`config.mk`:
```
export PLATFORM = sky130hd
export DESIGN_NAME = unified_mem_arbiter
export DESIGN_NICKNAME = d
export VERILOG_FILES = /design/src/rtl/unified_mem_arbiter_pkg.sv /design/src/rtl/unified_mem_arbiter_starve_counter.sv /design/src/rtl/unified_mem_arbiter.sv
export SDC_FILE = /design/constraint.sdc
export NUM_CORES = 1
export LEC_CHECK = 0
export BUFFER_PORTS_ARGS = -buffer_cell sky130_fd_sc_hd__buf_2
export CORE_AREA = 2 2 78 80
export DETAILED_ROUTE_END_ITERATION = 16
export DIE_AREA = 0 0 80 82
export PLACE_DENSITY_LB_ADDON = 0.3
export SLEW_MARGIN = 20
export SYNTH_ARGS = -nofsm -noshare
export SYNTH_HDL_FRONTEND = slang
export SYNTH_SLANG_ARGS = --single-unit
```
`constraint.sdc`:
```
create_clock -name ssdClk -period 2.11 [get_ports ssdClk]
set_input_delay 0.5275 -clock ssdClk [delete_from_list [all_inputs] [get_ports ssdClk]]
set_output_delay 0.5275 -clock ssdClk [all_outputs]
set_load 0.01 [all_outputs]
```
`src/rtl/unified_mem_arbiter_pkg.sv`:
```
// Shared definitions for the unified instruction/data memory arbiter.
// Holds the response-owner encoding and the funct3 code used for fetches.
package unified_mem_arbiter_pkg;

    typedef enum logic [1:0] {
        OWN_NONE = 2'd0,
        OWN_IF   = 2'd1,
        OWN_DM   = 2'd2
    } owner_t;

    localparam logic [2:0] F3_WORD = 3'b010;

endpackage

```
`src/rtl/unified_mem_arbiter_starve_counter.sv`:
```
// Saturating count of data grants taken while a fetch is waiting.
// limit_hit tells the arbiter to let the fetch through on this cycle.
module arb_starve_counter #(
    parameter int unsigned LIMIT = 4
) (
    input  logic ssdClk,
    input  logic rst,
    input  logic inc,
    input  logic clr,
    output logic limit_hit
);

    localparam int unsigned   CW  = $clog2(LIMIT + 1);
    localparam logic [CW-1:0] LIM = CW'(LIMIT);

    logic [CW-1:0] cnt;

    always_ff @(posedge ssdClk) begin
        if (rst || clr) begin
            cnt <= '0;
        end else if (inc && cnt != LIM) begin
            cnt <= cnt + 1'b1;
        end
    end

    assign limit_hit = (cnt == LIM);

endmodule

```
`src/rtl/unified_mem_arbiter.sv`:
```
// Single-port memory arbiter between IF-stage fetch and MEM-stage load/store.
// Data has priority unless fetch has been starved; read data is routed to its issuer.
module unified_mem_arbiter
    import unified_mem_arbiter_pkg::*;
#(
    parameter int unsigned ADDR_W       = 8,
    parameter int unsigned DATA_W       = 32,
    parameter int unsigned STARVE_LIMIT = 4
) (
    input  logic              ssdClk,
    input  logic              rst,
    input  logic              if_req,
    input  logic [ADDR_W-1:0] if_addr,
    input  logic              if_flush,
    output logic              if_ack,
    output logic              if_rvalid,
    output logic [DATA_W-1:0] if_rdata,
    input  logic              dm_req,
    input  logic              dm_we,
    input  logic [2:0]        dm_funct3,
    input  logic [ADDR_W-1:0] dm_addr,
    input  logic [DATA_W-1:0] dm_wdata,
    output logic              dm_ack,
    output logic              dm_rvalid,
    output logic [DATA_W-1:0] dm_rdata,
    output logic              mem_en,
    output logic              mem_we,
    output logic [2:0]        mem_funct3,
    output logic [ADDR_W-1:0] mem_addr,
    output logic [DATA_W-1:0] mem_wdata,
    input  logic [DATA_W-1:0] mem_rdata,
    output logic              stall
);

    logic   if_want;
    logic   starve_hit;
    owner_t owner_q;
    owner_t owner_d;

    assign if_want = if_req & ~if_flush;

    always_comb begin
        if_ack = 1'b0;
        dm_ack = 1'b0;
        if (!rst) begin
            if (dm_req && !(if_want && starve_hit)) begin
                dm_ack = 1'b1;
            end else if (if_want) begin
                if_ack = 1'b1;
            end
        end
    end

    always_comb begin
        mem_en     = if_ack | dm_ack;
        mem_we     = dm_ack & dm_we;
        mem_addr   = '0;
        mem_funct3 = '0;
        mem_wdata  = '0;
        if (if_ack) begin
            mem_addr   = if_addr;
            mem_funct3 = F3_WORD;
        end else if (dm_ack) begin
            mem_addr   = dm_addr;
            mem_funct3 = dm_funct3;
            mem_wdata  = dm_wdata;
        end
    end

    // Any cycle without a waiting, unflushed fetch restarts the starvation window.
    arb_starve_counter #(
        .LIMIT(STARVE_LIMIT)
    ) u_starve (
        .ssdClk    (ssdClk),
        .rst       (rst),
        .inc       (dm_ack & if_want),
        .clr       (if_ack | ~if_want),
        .limit_hit (starve_hit)
    );

    always_ff @(posedge ssdClk) begin
        if (rst) begin
            owner_q <= OWN_NONE;
        end else begin
            owner_q <= owner_d;
        end
    end

    always_comb begin
        owner_d   = OWN_NONE;
        if_rvalid = 1'b0;
        dm_rvalid = 1'b0;
        if_rdata  = '0;
        dm_rdata  = '0;
        if (if_ack) begin
            owner_d = OWN_IF;
        end else if (dm_ack && !dm_we) begin
            owner_d = OWN_DM;
        end
        case (owner_q)
            OWN_IF: begin
                if_rdata  = mem_rdata;
                if_rvalid = ~rst & ~if_flush;
            end
            OWN_DM: begin
                dm_rdata  = mem_rdata;
                dm_rvalid = ~rst;
            end
            default: ;
        endcase
    end

    assign stall = ~rst & ((if_want & ~if_ack) | (dm_req & ~dm_ack));

endmodule

```
==> run_results.csv <==
group,metric,value,unit
run_status,outcome,"complete, no violations",
drt,drtPass1Iterations,4,
cts,ctsLongestPathBuffers,2,
cts,h-tree-depth,1,
sta,setup_viol_count_final,0,
setup_path,max_stage_delay,330,ps
sta,fmax,0.483,GHz
cells_and_area,syn_to_final_growth,115,%
sta,fin_crit,2070,ps
synth,synth-seq-cells,5,
synth,async_flop_share,0,
global_routing,grtUsageMet2,0.231,
cells_and_area,fillers,619,
cells_and_area,diodes,0,
synth,ys_types,21,
sta,maxSlewViolCount,0,
synth,yosysTopAreaCell,"and2_1",
sta,grt_setup_unrepaired,"yes",
synth,yosysWarningCount,0,
cells_and_area,layout-drive-gt1-share,0.645,
drt,via_per_inst,3.81,
pwr,total_power,0.550,mW
floorplanning,die_x,80,um
drt,first_iter_violations,17,
setup_path,crit_type,"flop to primary output",
synth,synthesis.area,1060,sq um
global_routing,grt.met1_usage,0.151,
global_routing,antenna_found_initial,0,
pwr,comb_power_share,0.508,
synth,synthFlopType,"dfxtp_1",
synth,yosysMostFrequentCell,"and2_1",
pwr,internal-power,0.379,mW
pwr,p_clk_frac,0.314,
floorplanning,floorplan.core_area,5750,sq um
sta,worst_pin_slew,261,ps
global_routing,grt_max_degree,46,
pwr,p_seq_frac,0.178,
cts,cts_tree,"done",
synth,ys_seq_area_frac,0.0943,
global_routing,use_met3,0.0154,
setup_path,crit_required,1580,ps
floorplanning,initial_core_util,0.185,
setup_path,cp-start-kind,"flop",
pwr,switchingPower,0.171,mW
global_routing,grt_pass1_vias,1364,
synth,syn_nets,239,
global_routing,grt_pass1_wl,6.56,mm
setup_path,rrSetupSlack,880,ps
cells_and_area,fin_nets,447,
drt,drt_wl_total,4.77,mm
cells_and_area,register_area,103,sq um
pwr,power_density,241,nW/um^2
cts,cts-hold-fix-buffers,0,
drt,drc,0,
setup_path,path_delay_family,"buffers and inverters",
hold_path,min-delay-path-class,"flop to flop",
sta,clock-skew-final,1.08,ps
global_routing,grt_usage,0.122,
placed_design,gp_congestion,0.846,
setup_path,slowest_stage,"dfxtp_2",
sta,max_slew_margin,0.826,
pwr,ir_worst_vdd,264,uV
drt,ant_nets,0,
synth,synth_edf_count,0,
synth,synth_area_leaders,"and2_1 (58%), dfxtp_1 (9.4%), a22o_1 (6.6%)",
global_routing,overflow,0,
cts,numCtsBuffers,3,
floorplanning,die_y,82,um
setup_path,cp_data_arrival_time,1540,ps
setup_path,crit_buf_inv,4,
pwr,leakagePower,1.49,nW
drt,vias,1637,
cts,clockRootBuffer,"clkbuf_8",
global_routing,grt.busiest_layer,"met2",
floorplanning,pin_count,203,
placed_design,io_buffer_count,202,
drt,drt-wirelength-per-cell,11.1,um
synth,syn_avg_cell_area,7.17,sq um
synth,synth_common_cells,"and2_1 (99), a22o_1 (8), clkbuf_1 (6)",
floorplanning,rows,28,
cells_and_area,multi_input_area,910,sq um
cts,clk_pin_slew_worst_paths,40,ps
setup_path,crit_path_end_kind,"primary output",
synth,syn-instance-count,148,
cts,cts.sinks,5,
job,maxCapViolCount,0,
pwr,sw_frac_of_total,0.311,
sta,hold_violations,0,
setup_path,cp_cell_sequence,"inv_2 -> ha_4 -> buf_6 -> a31oi_4 -> buf_12 -> and2_1 -> buf_2",
sta,finalCritPeriodShare,0.981,
placed_design,hpwlAfterDp,4.00,mm
synth,yosysTopAreaCellShare,0.584,
floorplanning,die_area,6560,sq um
cts,clk_latency,220,ps
setup_path,crit_fanout,45,
sta,fin_hold_ws,582,ps
## sequential cells by signal (all words and copies together), names as in the netlist
register and flops:
owner_q 2, u_starve.cnt 3
## cells by family (layout without fill, tap and decap cells)
group / Yosys count / count (layout) / share of synthesized area
AO/OA/AOI/OAI: 12 / 12 / 0.119
adder cells (fa/ha/maj): 2 / 2 / 0.0236
buffers and inverters: 13 / 220 / 0.0743
flip-flops: 5 / 5 / 0.0943
multiplexers: 1 / 1 / 0.00943
AND/OR/NAND/NOR: 115 / 115 / 0.679
## cells in the final DEF (no fill, tap or decap)
cell,n
a22o_1,8
a211oi_1,1
clkbuf_8,3
dfxtp_1,3
mux2i_1,1
buf_6,4
inv_2,2
clkbuf_1,1
a31oi_4,1
a211oi_4,1
and3_2,2
nor2b_1,4
ha_1,1
and2_4,1
buf_12,1
dfxtp_2,2
nor2_1,4
ha_4,1
inv_1,1
and2b_1,1
nor3_1,1
nand2b_4,2
nor3b_1,1
buf_4,7
nand2_4,1
o21bai_1,1
and2_1,98
buf_2,201
## cell type report
class                   instances  share of cell area
inverters                       3             0.00493
well taps                      75              0.0411
flip-flops and latches          5              0.0449
clock buffers                   4              0.0197
repair buffers                213               0.492
multi-input cells             130               0.398
## final timing paths
check / from / end / depth (start not counted)
max: u_starve.cnt[0] / mem_wdata[5] / 7
max reg2reg: u_starve.cnt[0] / owner_q[1] / 6
min reg2reg: u_starve.cnt[0] / u_starve.cnt[0] / 2
min: u_starve.cnt[0] / u_starve.cnt[0] / 2
## power groups by stage
stage	Sequential [mW]	Combinational, mW	Clock, mW
after global placement	0.0992	0.274	0
after floorplan	0.0990	0.119	0
after CTS	0.0981	0.286	0.178
after detailed placement	0.0993	0.276	0
final	0.0980	0.280	0.173
after global routing	0.0982	0.309	0.186
## per-stage QoR
stage,cell area (sq um),utilization,worst slack [ps],TNS [ps],std cells
CTS,2300,0.401,2.87,0,430
finish,2290,0.398,39.4,0,430
global route,2290,0.398,-43.3,-1180,430
global placement,2180,0.379,85.1,0,422
floorplan,1060,-,184,0,148
detailed placement,2180,0.379,62.6,0,422
## worst register-to-register path: cells and delay by family (launching register included)
family	cells	cell delay (ps)
AOI/OAI and AO/OA	1	170
adders and majority gates	1	170
buffers and inverters	3	370
DFF	1	330
and+or+nand+nor	1	140
## what timing repair did
action,CTS,global route
resized for setup,10,4
gates cloned,1,0
pin swaps,2,4
buffers inserted,3,2
endpoints found under the setup margin,11,44
## per-layer routing
| metal | up-vias | wire length [um] |
|---|---|---|
| met5 | - | 0 |
| li1 | 874 | - |
| met1 | 695 | 1890 |
| met4 | 0 | 19 |
| met2 | 66 | 2550 |
| met3 | 2 | 319 |
(Power assumes the default switching activity.)
